[src/rtl/alu_sequencer.sv]
// alu_sequencer: request-side controller for the shared combinational ALU.
//
// Accepts one operation at a time over a valid/ready request channel, decodes the
// 4-bit opcode into the ALU function code {subtract, bool1, bool0, shft, math} and
// drives registered operands into the ALU. It captures the ALU result and zero flag,
// then returns them over a valid/ready response channel.
//
// Ports:
//   clk, rst_n                  clock (rising edge), async active-low reset
//   req_valid/req_ready         request handshake (ready only while idle)
//   req_op, req_x, req_y        opcode and operands
//   req_chain                   substitute the last captured result for req_x
//   alu_a, alu_b, alu_fn        registered ALU inputs
//   alu_r, alu_z                ALU result and zero flag
//   rsp_valid/rsp_ready         response handshake
//   rsp_result, rsp_zero        captured result and zero flag
//   rsp_err                     response belongs to an illegal opcode
//   op_count                    completed legal operations (wrapping)
module alu_sequencer #(
   parameter int unsigned N  = 32,
   parameter int unsigned CW = 16
) (
   input  logic          clk,
   input  logic          rst_n,
   input  logic          req_valid,
   output logic          req_ready,
   input  logic [3:0]    req_op,
   input  logic [N-1:0]  req_x,
   input  logic [N-1:0]  req_y,
   input  logic          req_chain,
   output logic [N-1:0]  alu_a,
   output logic [N-1:0]  alu_b,
   output logic [4:0]    alu_fn,
   input  logic [N-1:0]  alu_r,
   input  logic          alu_z,
   output logic          rsp_valid,
   input  logic          rsp_ready,
   output logic [N-1:0]  rsp_result,
   output logic          rsp_zero,
   output logic          rsp_err,
   output logic [CW-1:0] op_count
);

   typedef enum logic [1:0] {StIdle, StExec, StResp} state_e;

   state_e          state_q, state_d;
   logic [N-1:0]    alu_a_q, alu_a_d;
   logic [N-1:0]    alu_b_q, alu_b_d;
   logic [4:0]      alu_fn_q, alu_fn_d;
   logic [N-1:0]    result_q, result_d;
   logic            zero_q, zero_d;
   logic            err_q, err_d;
   logic [N-1:0]    last_q, last_d;
   logic [CW-1:0]   count_q, count_d;

   logic [4:0]      dec_fn;
   logic            dec_legal;
   logic            dec_shift;
   logic [N-1:0]    x_sel;

   // Opcode decode
   always_comb begin
      dec_fn    = 5'b00000;
      dec_legal = 1'b1;
      dec_shift = 1'b0;
      case (req_op)
         4'd0:    dec_fn = 5'b00001;
         4'd1:    dec_fn = 5'b10001;
         4'd2:    dec_fn = 5'b00000;
         4'd3:    dec_fn = 5'b00100;
         4'd4:    dec_fn = 5'b01000;
         4'd5:    dec_fn = 5'b01100;
         4'd6:    begin dec_fn = 5'b00010; dec_shift = 1'b1; end
         4'd7:    begin dec_fn = 5'b00110; dec_shift = 1'b1; end
         4'd8:    begin dec_fn = 5'b01010; dec_shift = 1'b1; end
         4'd9:    dec_fn = 5'b10111;
         4'd10:   dec_fn = 5'b10011;
         default: dec_legal = 1'b0;
      endcase
   end

   assign x_sel = req_chain ? last_q : req_x;

   always_comb begin
      state_d  = state_q;
      alu_a_d  = alu_a_q;
      alu_b_d  = alu_b_q;
      alu_fn_d = alu_fn_q;
      result_d = result_q;
      zero_d   = zero_q;
      err_d    = err_q;
      last_d   = last_q;
      count_d  = count_q;
      unique case (state_q)
         StIdle: begin
            if (req_valid) begin
               if (dec_legal) begin
                  // The ALU takes the shift amount on A and the data on B.
                  alu_a_d  = dec_shift ? req_y : x_sel;
                  alu_b_d  = dec_shift ? x_sel : req_y;
                  alu_fn_d = dec_fn;
                  state_d  = StExec;
               end else begin
                  result_d = '0;
                  zero_d   = 1'b0;
                  err_d    = 1'b1;
                  state_d  = StResp;
               end
            end
         end
         StExec: begin
            result_d = alu_r;
            zero_d   = alu_z;
            err_d    = 1'b0;
            last_d   = alu_r;
            state_d  = StResp;
         end
         StResp: begin
            if (rsp_ready) begin
               state_d = StIdle;
               if (!err_q) count_d = count_q + CW'(1);
            end
         end
         default: state_d = StIdle;
      endcase
   end

   always_ff @(posedge clk or negedge rst_n) begin
      if (!rst_n) begin
         state_q  <= StIdle;
         alu_a_q  <= '0;
         alu_b_q  <= '0;
         alu_fn_q <= '0;
         result_q <= '0;
         zero_q   <= 1'b0;
         err_q    <= 1'b0;
         last_q   <= '0;
         count_q  <= '0;
      end else begin
         state_q  <= state_d;
         alu_a_q  <= alu_a_d;
         alu_b_q  <= alu_b_d;
         alu_fn_q <= alu_fn_d;
         result_q <= result_d;
         zero_q   <= zero_d;
         err_q    <= err_d;
         last_q   <= last_d;
         count_q  <= count_d;
      end
   end

   assign req_ready  = (state_q == StIdle);
   assign rsp_valid  = (state_q == StResp);
   assign alu_a      = alu_a_q;
   assign alu_b      = alu_b_q;
   assign alu_fn     = alu_fn_q;
   assign rsp_result = result_q;
   assign rsp_zero   = zero_q;
   assign rsp_err    = err_q;
   assign op_count   = count_q;

endmodule

[config.mk]
export PLATFORM = sky130hd
export DESIGN_NAME = alu_sequencer
export DESIGN_NICKNAME = d
export VERILOG_FILES = /design/src/rtl/alu_sequencer.sv
export SDC_FILE = /design/constraint.sdc
export NUM_CORES = 1
export LEC_CHECK = 0
export ABC_CLOCK_PERIOD_IN_PS = 4400
export BUFFER_PORTS_ARGS = -buffer_cell sky130_fd_sc_hd__buf_2
export CAP_MARGIN = 30
export CELL_PAD_IN_SITES_DETAIL_PLACEMENT = 1
export CELL_PAD_IN_SITES_GLOBAL_PLACEMENT = 1
export CORE_UTILIZATION = 25
export DETAILED_ROUTE_END_ITERATION = 8
export PLACE_DENSITY_LB_ADDON = 0.1
export SLEW_MARGIN = 30
export SYNTH_ARGS = -nofsm -noshare
export SYNTH_HDL_FRONTEND = slang
export SYNTH_SLANG_ARGS = --single-unit
export TNS_END_PERCENT = 5
[constraint.sdc]
create_clock -name clk -period 4.4 [get_ports clk]
set_input_delay 0.88 -clock clk [delete_from_list [all_inputs] [get_ports clk]]
set_output_delay 0.88 -clock clk [all_outputs]
set_load 0.01 [all_outputs]
==> results of run 1 <==
-- kinds of logic after synthesis --
logic type,count (synthesis),share of synthesized area [%]
adders and majority gates,1,0.1803
buffers and inverters,51,4.904
xor gates and xnor gates,15,1.893
and+or+nand+nor,213,12.91
AOI/OAI and AO/OA,112,10.37
DFF,153,55.17
muxes,97,14.57
-- cell type report --
class,count,area (um2),share of cell area (%)
antenna,3,7.507,0.08374
clock buffer,20,446.7,4.983
clock inverter,12,163.9,1.828
inverter,7,26.28,0.2931
multi-input combinational,438,2799,31.22
sequential,153,3829,42.71
tap,372,465.4,5.192
timing repair buffer,232,1227,13.69
-- worst max-delay path, cell delays in order (launching register included) --
cell	delay (ps)
dfrtp_1	560
nand2b_1	180
inv_1	80
buf_2	120
-- layout by cell type (no fill, tap or decap), types with 4 or more instances in the layout --
master     instances
mux2i_1           65
nand4_1            9
dfrtp_1          153
o21ai_0            4
inv_1              6
xnor2_1           13
a22o_1            32
nor2_1             9
buf_2            225
nand3_1            5
mux2_2            32
o21ai_1           64
clkbuf_16         17
nand2_1          173
-- state kept, by name, summed over array words and instances, names as in the netlist --
name        flops
alu_a          32
rsp_err         1
op_count       16
alu_fn          5
state_q         2
rsp_zero        1
rsp_result     32
last_q         32
alu_b          32
-- per-layer routing --
layer	share of wire [%]	GRT usage, %	wire length (um)	vias up
met5	0.060	0	13	-
met4	0.99	4.269	213	2
met3	4.9	3.460	1052	16
met2	46	24.68	9972	143
met1	48	21.11	10260	2684
li1	-	-	-	2629
-- how the worst max path moves through the flow --
| stage | cells past startpoint | end | slack [ps] |
|---|---|---|---|
| 2_1_floorplan | 8 | alu_a[0]$_DFFE_PN0P_ | 2280 |
| 3_3_place_gp | 5 | state_q[1]$_DFFE_PN0P_ | 1880 |
| 3_5_place_dp | 5 | state_q[1]$_DFFE_PN0P_ | 1840 |
| 4_1_cts | 3 | rsp_valid | 2140 |
| 5_1_grt | 4 | last_q[30]$_DFFE_PN0P_ | 2080 |
| 6_report | 3 | rsp_valid | 2160 |
-- where the power goes --
group	total, mW	switching, mW	leakage (nW)	internal, mW
logic	1.89	1.08	2.21	0.811
clock network	1.55	0.636	0.290	0.919
registers	2.41	0.388	1.93	2.02
==> results.py, run 1 <==
metrics = {
    "clocking": {
        "clock-sinks": 153,
        "cts.repair.resized": 0,
        "clk_latency_ps": 420,
        "cts_setup_buffers": 0,
        "clk_transition_reported_paths_ps": 70,
        "postCtsHoldBufs": 0,
        "cts_root_buf": "clkbuf_16",
        "cts_max_level": 4,
        "numCtsBuffers": 17,
        "cts_tree": "built",
        "clockBufferDepth": 2,
    },
    "sta": {
        "rsz0062_at_grt": "false",
        "slew_headroom_pct": 38.64,
        "period_minus_slack_ps": 2235,
        "finalCritPeriodShare_pct": 50.80,
        "tightest_slew_ps": 920.4,
        "hold_viol": 0,
        "fin_worst_skew_ps": 10.35,
        "fmax_ghz": 0.4473,
        "layout_setup_ws_ps": 2165,
        "tns_ps": 0,
        "timing.hold.ws_ps": 316.8,
        "maxSlewViolCount": 0,
        "setup_viol": 0,
    },
    "synthesis": {
        "yosys-top-cells-area": "dfrtp_1, mux2i_1, nand2_1",
        "yosysSeqAreaShare_pct": 55.17,
        "yosys-top-cells-count": "nand2_1, dfrtp_1, mux2i_1, o21ai_1",
        "synthArstFlopShare_pct": 100.0,
        "ys_warn_count": 0,
        "synth_edf_count": 0,
        "syn_area_per_cell_um2": 10.81,
        "synth.most_common_cell": "nand2_1",
        "synth.top_cell.area_share_pct": 55.17,
        "synth_fp_nets": 749,
        "syn-cell-area_um2": 6939,
        "ys_types": 43,
        "synth-seq-cells": 153,
        "ys_dominant_reg_cell": "dfrtp_1",
        "synth_top_cell_by_area": "dfrtp_1",
        "synthCells": 642,
    },
    "placement": {
        "placedCellCount": 1201,
        "io_buffers": 226,
        "gp_congestion": 0.7935,
        "dp_hpwl_mm": 15.39,
        "placed_area_um2": 8319,
        "dpl_worst_slack_ps": 1838,
    },
    "worst_setup_path": {
        "endpoint_kind": "output port",
        "r2r-end": "last_q[29]$_DFFE_PN0P_",
        "reg2reg_depth": 4,
        "path_max_fanout": 8,
        "r2r_setup_slack_ps": 2290,
        "path_class": "reg -> out",
        "startpoint": "state_q[1]$_DFFE_PN0P_",
        "worst_setup_path_start_kind": "flop",
        "cp.arrival_ps": 1360,
        "cp.required_ps": 3520,
        "r2r-start": "state_q[0]$_DFFE_PN0P_",
    },
    "pwr": {
        "powerDensity_nw_per_um2": 652.5,
        "leakagePower_nw": 4.432,
        "total_power_mw": 5.849,
        "ir_drop_v": 0.0002638,
    },
    "worst_hold_path": {
        "min_path_type": "in -> async",
    },
    "finish": {
        "area_delta_synth_final_pct": 29.19,
        "stdcell_count": 1237,
        "design_area_um2": 8965,
        "n_fill_cell": 3084,
        "drive_gt1_share_pct": 35.15,
        "fin_util_pct": 33.08,
        "nets": 956,
    },
    "global_route": {
        "grt_max_degree": 91,
        "grt_pass1_wl_mm": 33.98,
        "grt.total_usage_pct": 15.49,
        "antenna_found_initial": 3,
        "grt_pass1_vias": 5866,
        "overflow": 0,
    },
    "floorplanning": {
        "start_util_pct": 25.60,
        "die_y_um": 168.6,
        "core.rowCount": 60,
        "core-area_um2": 27100,
        "die_x_um": 168.6,
        "die_area_um2": 28430,
        "pin_count": 227,
    },
    "routing": {
        "routed_wl_mm": 21.51,
        "num_vias": 5474,
        "drtPass1Iterations": 4,
        "avgViaCountPerCell": 4.425,
        "avgRoutedWirePerCell_um": 17.39,
        "drt_iter0_markers": 208,
        "antenna_left": 0,
        "drc_errors": 0,
    },
    "outcome": {
        "outcome": "finished clean",
    },
    "run": {
        "cap_viol_max_count": 0,
    },
}
(Power assumes the default switching activity.)
==> run 2: changes to the inputs <==
--- a/config.mk
+++ b/config.mk
@@ -5,7 +5,7 @@
 export SDC_FILE = /design/constraint.sdc
 export NUM_CORES = 1
 export LEC_CHECK = 0
-export ABC_CLOCK_PERIOD_IN_PS = 4400
+export ABC_CLOCK_PERIOD_IN_PS = 1930
 export BUFFER_PORTS_ARGS = -buffer_cell sky130_fd_sc_hd__buf_2
 export CAP_MARGIN = 30
 export CELL_PAD_IN_SITES_DETAIL_PLACEMENT = 1
==> constraint.sdc (replaced) <==
create_clock -name clk -period 1.93 [get_ports clk]
set_input_delay 0.386 -clock clk [delete_from_list [all_inputs] [get_ports clk]]
set_output_delay 0.386 -clock clk [all_outputs]
set_load 0.01 [all_outputs]
==> results.py, run 2 (same netlist as run 1, synthesis figures left out) <==
metrics = {
    "global_route": {
        "grt_pass1_wl_mm": 34.02,
        "overflow": 0,
        "grt.total_usage_pct": 15.59,
        "grt_pass1_vias": 5998,
        "antenna_found_initial": 3,
        "grt_max_degree": 63,
    },
    "pwr": {
        "leakagePower_nw": 4.541,
        "powerDensity_nw_per_um2": 1443,
        "total_power_mw": 13.17,
        "ir_drop_v": 0.0004929,
    },
    "sta": {
        "tns_ps": 0,
        "hold_viol": 0,
        "slew_headroom_pct": 69.09,
        "period_minus_slack_ps": 1799,
        "finalCritPeriodShare_pct": 93.23,
        "fmax_ghz": 0.5558,
        "setup_viol": 0,
        "fin_worst_skew_ps": 12.64,
        "rsz0062_at_grt": "false",
        "tightest_slew_ps": 463.7,
        "maxSlewViolCount": 0,
    },
    "finish": {
        "area_delta_synth_final_pct": 31.57,
        "seqCellArea_um2": 3829,
        "drive_gt1_share_pct": 36.73,
        "mostFrequentLayoutCell": "buf_2",
        "multi_input_area_um2": 2799,
        "nets": 976,
        "final_cell_mix": "buf_2, nand2_1, dfrtp_1",
        "n_fill_cell": 3109,
    },
    "placement": {
        "io_buffers": 226,
        "dp_hpwl_mm": 16.04,
        "gp_congestion": 0.7979,
    },
    "floorplanning": {
        "die_x_um": 168.6,
        "core.rowCount": 60,
        "die_y_um": 168.6,
        "core-area_um2": 27100,
        "start_util_pct": 25.60,
        "pin_count": 227,
        "die_area_um2": 28430,
    },
    "clocking": {
        "cts_max_level": 4,
        "numCtsBuffers": 17,
        "cts_root_buf": "clkbuf_16",
        "clockBufferDepth": 2,
        "clock-sinks": 153,
        "clk_latency_ps": 420,
        "clk_transition_reported_paths_ps": 70,
        "cts_tree": "built",
        "cts.repair.resized": 0,
    },
    "routing": {
        "drc_errors": 0,
        "drtPass1Iterations": 4,
        "avgViaCountPerCell": 4.449,
        "antenna_left": 0,
        "num_vias": 5593,
        "avgRoutedWirePerCell_um": 17.10,
        "routed_wl_mm": 21.49,
        "drt_iter0_markers": 232,
    },
    "worst_setup_path": {
        "path_max_fanout": 4,
        "slowest_stage": "dfrtp_1",
        "path_class": "reg -> out",
        "critical-path-max-stage-delay_ps": 420,
        "r2r-start": "state_q[1]$_DFFE_PN0P_",
        "path_cells": "buf_4 > nand2b_1 > inv_1 > buf_2",
        "cp.required_ps": 1540,
        "cp.arrival_ps": 1410,
        "startpoint": "state_q[0]$_DFFE_PN0P_",
        "endpoint_kind": "output port",
        "crit_buf_inv": 3,
        "worst_setup_path_start_kind": "flop",
        "cp_top_family": "flip-flops",
    },
    "outcome": {
        "outcome": "finished clean",
    },
    "run": {
        "cap_viol_max_count": 0,
    },
    "worst_hold_path": {
        "min-delay-start": "alu_r[9]",
        "min_path_type": "in -> reg",
    },
}
run 2: cell type report:
cell class | instances | share of cell area [%]
Antenna cell | 3 | 0.08223
Clock inverter | 15 | 1.425
Multi-Input combinational cell | 438 | 30.66
Inverter | 7 | 0.2878
Sequential cell | 153 | 41.94
Timing Repair Buffer | 252 | 15.86
Tap cell | 372 | 5.098
Clock buffer | 17 | 4.659
run 2: where the power goes:
part           internal (mW)  switching [mW]  total [mW]  leakage, nW
Combinational           1.98            2.52        4.50         2.33
Sequential              4.60           0.844        5.44         1.93
Clock                   1.70            1.53        3.23        0.276
Total                   8.28            4.89        13.2         4.54
run 2: layer usage:
layer / vias to the layer above / track usage [%] / share of wire (%)
met2: 159 / 24.57 / 47
met5: - / 0 / 0
met4: 0 / 4.269 / 1.2
met3: 12 / 3.694 / 4.8
li1: 2674 / - / -
met1: 2748 / 21.34 / 47
run 2: worst paths after layout:
check                      slack (ps)  depth (start not counted)                        to
max reg2reg                       270                          6     alu_a[24]$_DFFE_PN0P_
min                               180                          3     last_q[9]$_DFFE_PN0P_
max in group asynchronous         800                          3     alu_a[19]$_DFFE_PN0P_
min reg2reg                       470                          1  op_count[15]$_DFFE_PN0P_
min in group asynchronous         470                          2      alu_b[8]$_DFFE_PN0P_
max                               130                          4                 rsp_valid
run 2: repair_timing:
action / 4_1_cts / 5_1_grt
hold buffers: 1 / 0
buffers inserted: 0 / 0
hold endpoints to repair: 37 / 0
run 2: per-stage QoR:
step                      hold slack [ps]  utilization [%]  instance area [um2]  instances  setup slack, ps
final                               175.3            33.69                 9130       1257            130.7
after CTS                           152.5            33.66                 9123       1254            109.7
after floorplan                     90.41                -                 6939        642            308.2
after global placement              352.3            31.57                 8557       1221            98.49
after detailed placement            360.0            31.57                 8557       1221            56.28
after global routing                166.0            33.66                 9123       1254            54.62
run 2: tightest hold or removal path: stages:
cell	delay, ps
buf_2	90
nand2_1	50
nand2_1	50
==> run 3: changes to the inputs <==
--- a/config.mk
+++ b/config.mk
@@ -12,7 +12,7 @@
 export CELL_PAD_IN_SITES_GLOBAL_PLACEMENT = 1
 export CORE_UTILIZATION = 25
 export DETAILED_ROUTE_END_ITERATION = 8
-export PLACE_DENSITY_LB_ADDON = 0.1
+export PLACE_DENSITY_LB_ADDON = 0.15
 export SLEW_MARGIN = 30
 export SYNTH_ARGS = -nofsm -noshare
 export SYNTH_HDL_FRONTEND = slang
==> results.py, run 3 (same netlist as run 1, synthesis figures left out) <==
metrics = {
    "worst_setup_path": {
        "path_max_fanout": 5,
        "path_class": "reg -> out",
        "r2r-end": "op_count[14]$_DFFE_PN0P_",
        "cp.arrival_ps": 1370,
        "endpoint_kind": "output port",
        "r2r_setup_slack_ps": 310,
        "slowest_stage": "dfrtp_1",
        "reg2reg_depth": 4,
        "r2r-start": "state_q[1]$_DFFE_PN0P_",
        "critical-path-max-stage-delay_ps": 410,
        "cp.required_ps": 1540,
        "worst_setup_path_start_kind": "flop",
        "path_cells": "buf_4 > nand2b_1 > inv_1 > buf_2",
    },
    "placement": {
        "gp_congestion": 0.7798,
        "dp_hpwl_mm": 16.03,
        "placedCellCount": 1231,
        "io_buffers": 226,
    },
    "clocking": {
        "cts_setup_buffers": 0,
        "clk_latency_ps": 420,
        "cts_root_buf": "clkbuf_16",
        "cts_max_level": 4,
        "numCtsBuffers": 17,
        "clock-sinks": 153,
        "clk_transition_reported_paths_ps": 70,
        "cts_tree": "built",
        "clockBufferDepth": 2,
    },
    "sta": {
        "hold_viol": 0,
        "setup_viol": 0,
        "tightest_slew_ps": 515.7,
        "finalCritPeriodShare_pct": 90.75,
        "tns_ps": 0,
        "rsz0062_at_grt": "false",
        "maxSlewViolCount": 0,
        "fmax_ghz": 0.5709,
        "period_minus_slack_ps": 1751,
        "slew_headroom_pct": 65.62,
        "fin_worst_skew_ps": 8.645,
    },
    "global_route": {
        "grt_pass1_wl_mm": 33.80,
        "grt_max_degree": 45,
        "grt_pass1_vias": 5858,
        "overflow": 0,
        "antenna_found_initial": 2,
        "grt.total_usage_pct": 15.70,
    },
    "floorplanning": {
        "die_y_um": 168.6,
        "pin_count": 227,
        "core.rowCount": 60,
        "die_area_um2": 28430,
        "start_util_pct": 25.60,
        "die_x_um": 168.6,
        "core-area_um2": 27100,
    },
    "outcome": {
        "outcome": "finished clean",
    },
    "finish": {
        "n_fill_cell": 3147,
        "drive_gt1_share_pct": 37.11,
        "nets": 986,
        "final_cell_mix": "buf_2, nand2_1, dfrtp_1",
        "area_delta_synth_final_pct": 33.27,
        "stdcell_count": 1265,
        "mostFrequentLayoutCell": "buf_2",
    },
    "pwr": {
        "leakagePower_nw": 4.585,
        "powerDensity_nw_per_um2": 1426,
        "total_power_mw": 13.19,
        "ir_drop_v": 0.0004250,
    },
    "worst_hold_path": {
        "worstHoldPathCells": 3,
        "min-delay-start": "alu_z",
        "min_to": "rsp_zero$_DFFE_PN0P_",
        "min_path_type": "in -> reg",
    },
    "routing": {
        "drt_iter0_markers": 182,
        "drtPass1Iterations": 4,
        "avgViaCountPerCell": 4.322,
        "num_vias": 5467,
        "antenna_left": 0,
        "drc_errors": 0,
        "routed_wl_mm": 21.67,
        "avgRoutedWirePerCell_um": 17.13,
    },
    "run": {
        "cap_viol_max_count": 0,
    },
}
-- run 3: cell count changes in the layout (fill, tap and decap cells not counted), sizes merged, moves of 2 or more --
cell | previous run | this run
diode | 3 | 1
clkinvlp | 1 | 5
buf | 251 | 261
clkinv | 4 | 2
clkbuf | 17 | 20
inv | 17 | 11
-- run 3: routing by layer --
layer | global-route usage [%] | wire (um) | up-vias
met5 | 0 | 13 | -
met2 | 25.31 | 9996 | 135
met4 | 4.111 | 204 | 2
met1 | 21.03 | 10460 | 2638
met3 | 3.788 | 995 | 14
li1 | - | - | 2678
-- run 3: timing repair --
action,4_1_cts,5_1_grt
hold buffers,1,0
endpoints found under the setup margin,0,0
gates resized for setup,0,0
endpoints found under the hold margin,36,0
-- run 3: critical path: cells and delay by family, from the launching register on --
kind / cells / cell delay (ps)
buffers and inverters: 3 / 380
AND/OR/NAND/NOR: 1 / 170
flip-flops: 1 / 410
-- run 3: how the worst max path moves through the flow --
stage	from	to	slack, ps	depth (start not counted)
3_3_place_gp	req_op[3]	alu_b[21]$_DFFE_PN0P_	210	6
3_5_place_dp	req_op[3]	alu_b[27]$_DFFE_PN0P_	170	6
5_1_grt	state_q[0]$_DFFE_PN0P_	rsp_valid	100	4
4_1_cts	state_q[0]$_DFFE_PN0P_	rsp_valid	140	4
6_report	state_q[0]$_DFFE_PN0P_	rsp_valid	180	4
2_1_floorplan	req_op[2]	alu_a[0]$_DFFE_PN0P_	310	8
-- run 3: cell type report --
cell class / count / area [um2] / share of cell area, %
diodes: 1 / 2.502 / 0.02706
clock buffers: 20 / 436.7 / 4.722
clock inverters: 12 / 116.4 / 1.258
inverters: 7 / 26.28 / 0.2841
multi-input cells: 438 / 2799 / 30.27
flip-flops and latches: 153 / 3829 / 41.40
well taps: 372 / 465.4 / 5.033
repair buffers: 262 / 1573 / 17.01
-- run 3: power breakdown --
group | internal [mW] | switching [mW] | total [mW]
Sequential | 4.60 | 0.849 | 5.45
Combinational | 2.03 | 2.49 | 4.52
Clock | 1.79 | 1.43 | 3.22
-- run 3: through the flow --
step | worst slack, ps | util [%] | hold WS (ps) | cell area (um2)
2_1_floorplan | 308.2 | - | 90.41 | 6939
3_3_place_gp | 209.9 | 32.04 | 383.9 | 8682
3_5_place_dp | 174.9 | 32.04 | 387.0 | 8682
4_1_cts | 140.2 | 34.11 | 155.8 | 9245
5_1_grt | 101.9 | 34.11 | 169.3 | 9245
6_report | 178.5 | 34.12 | 178.1 | 9248
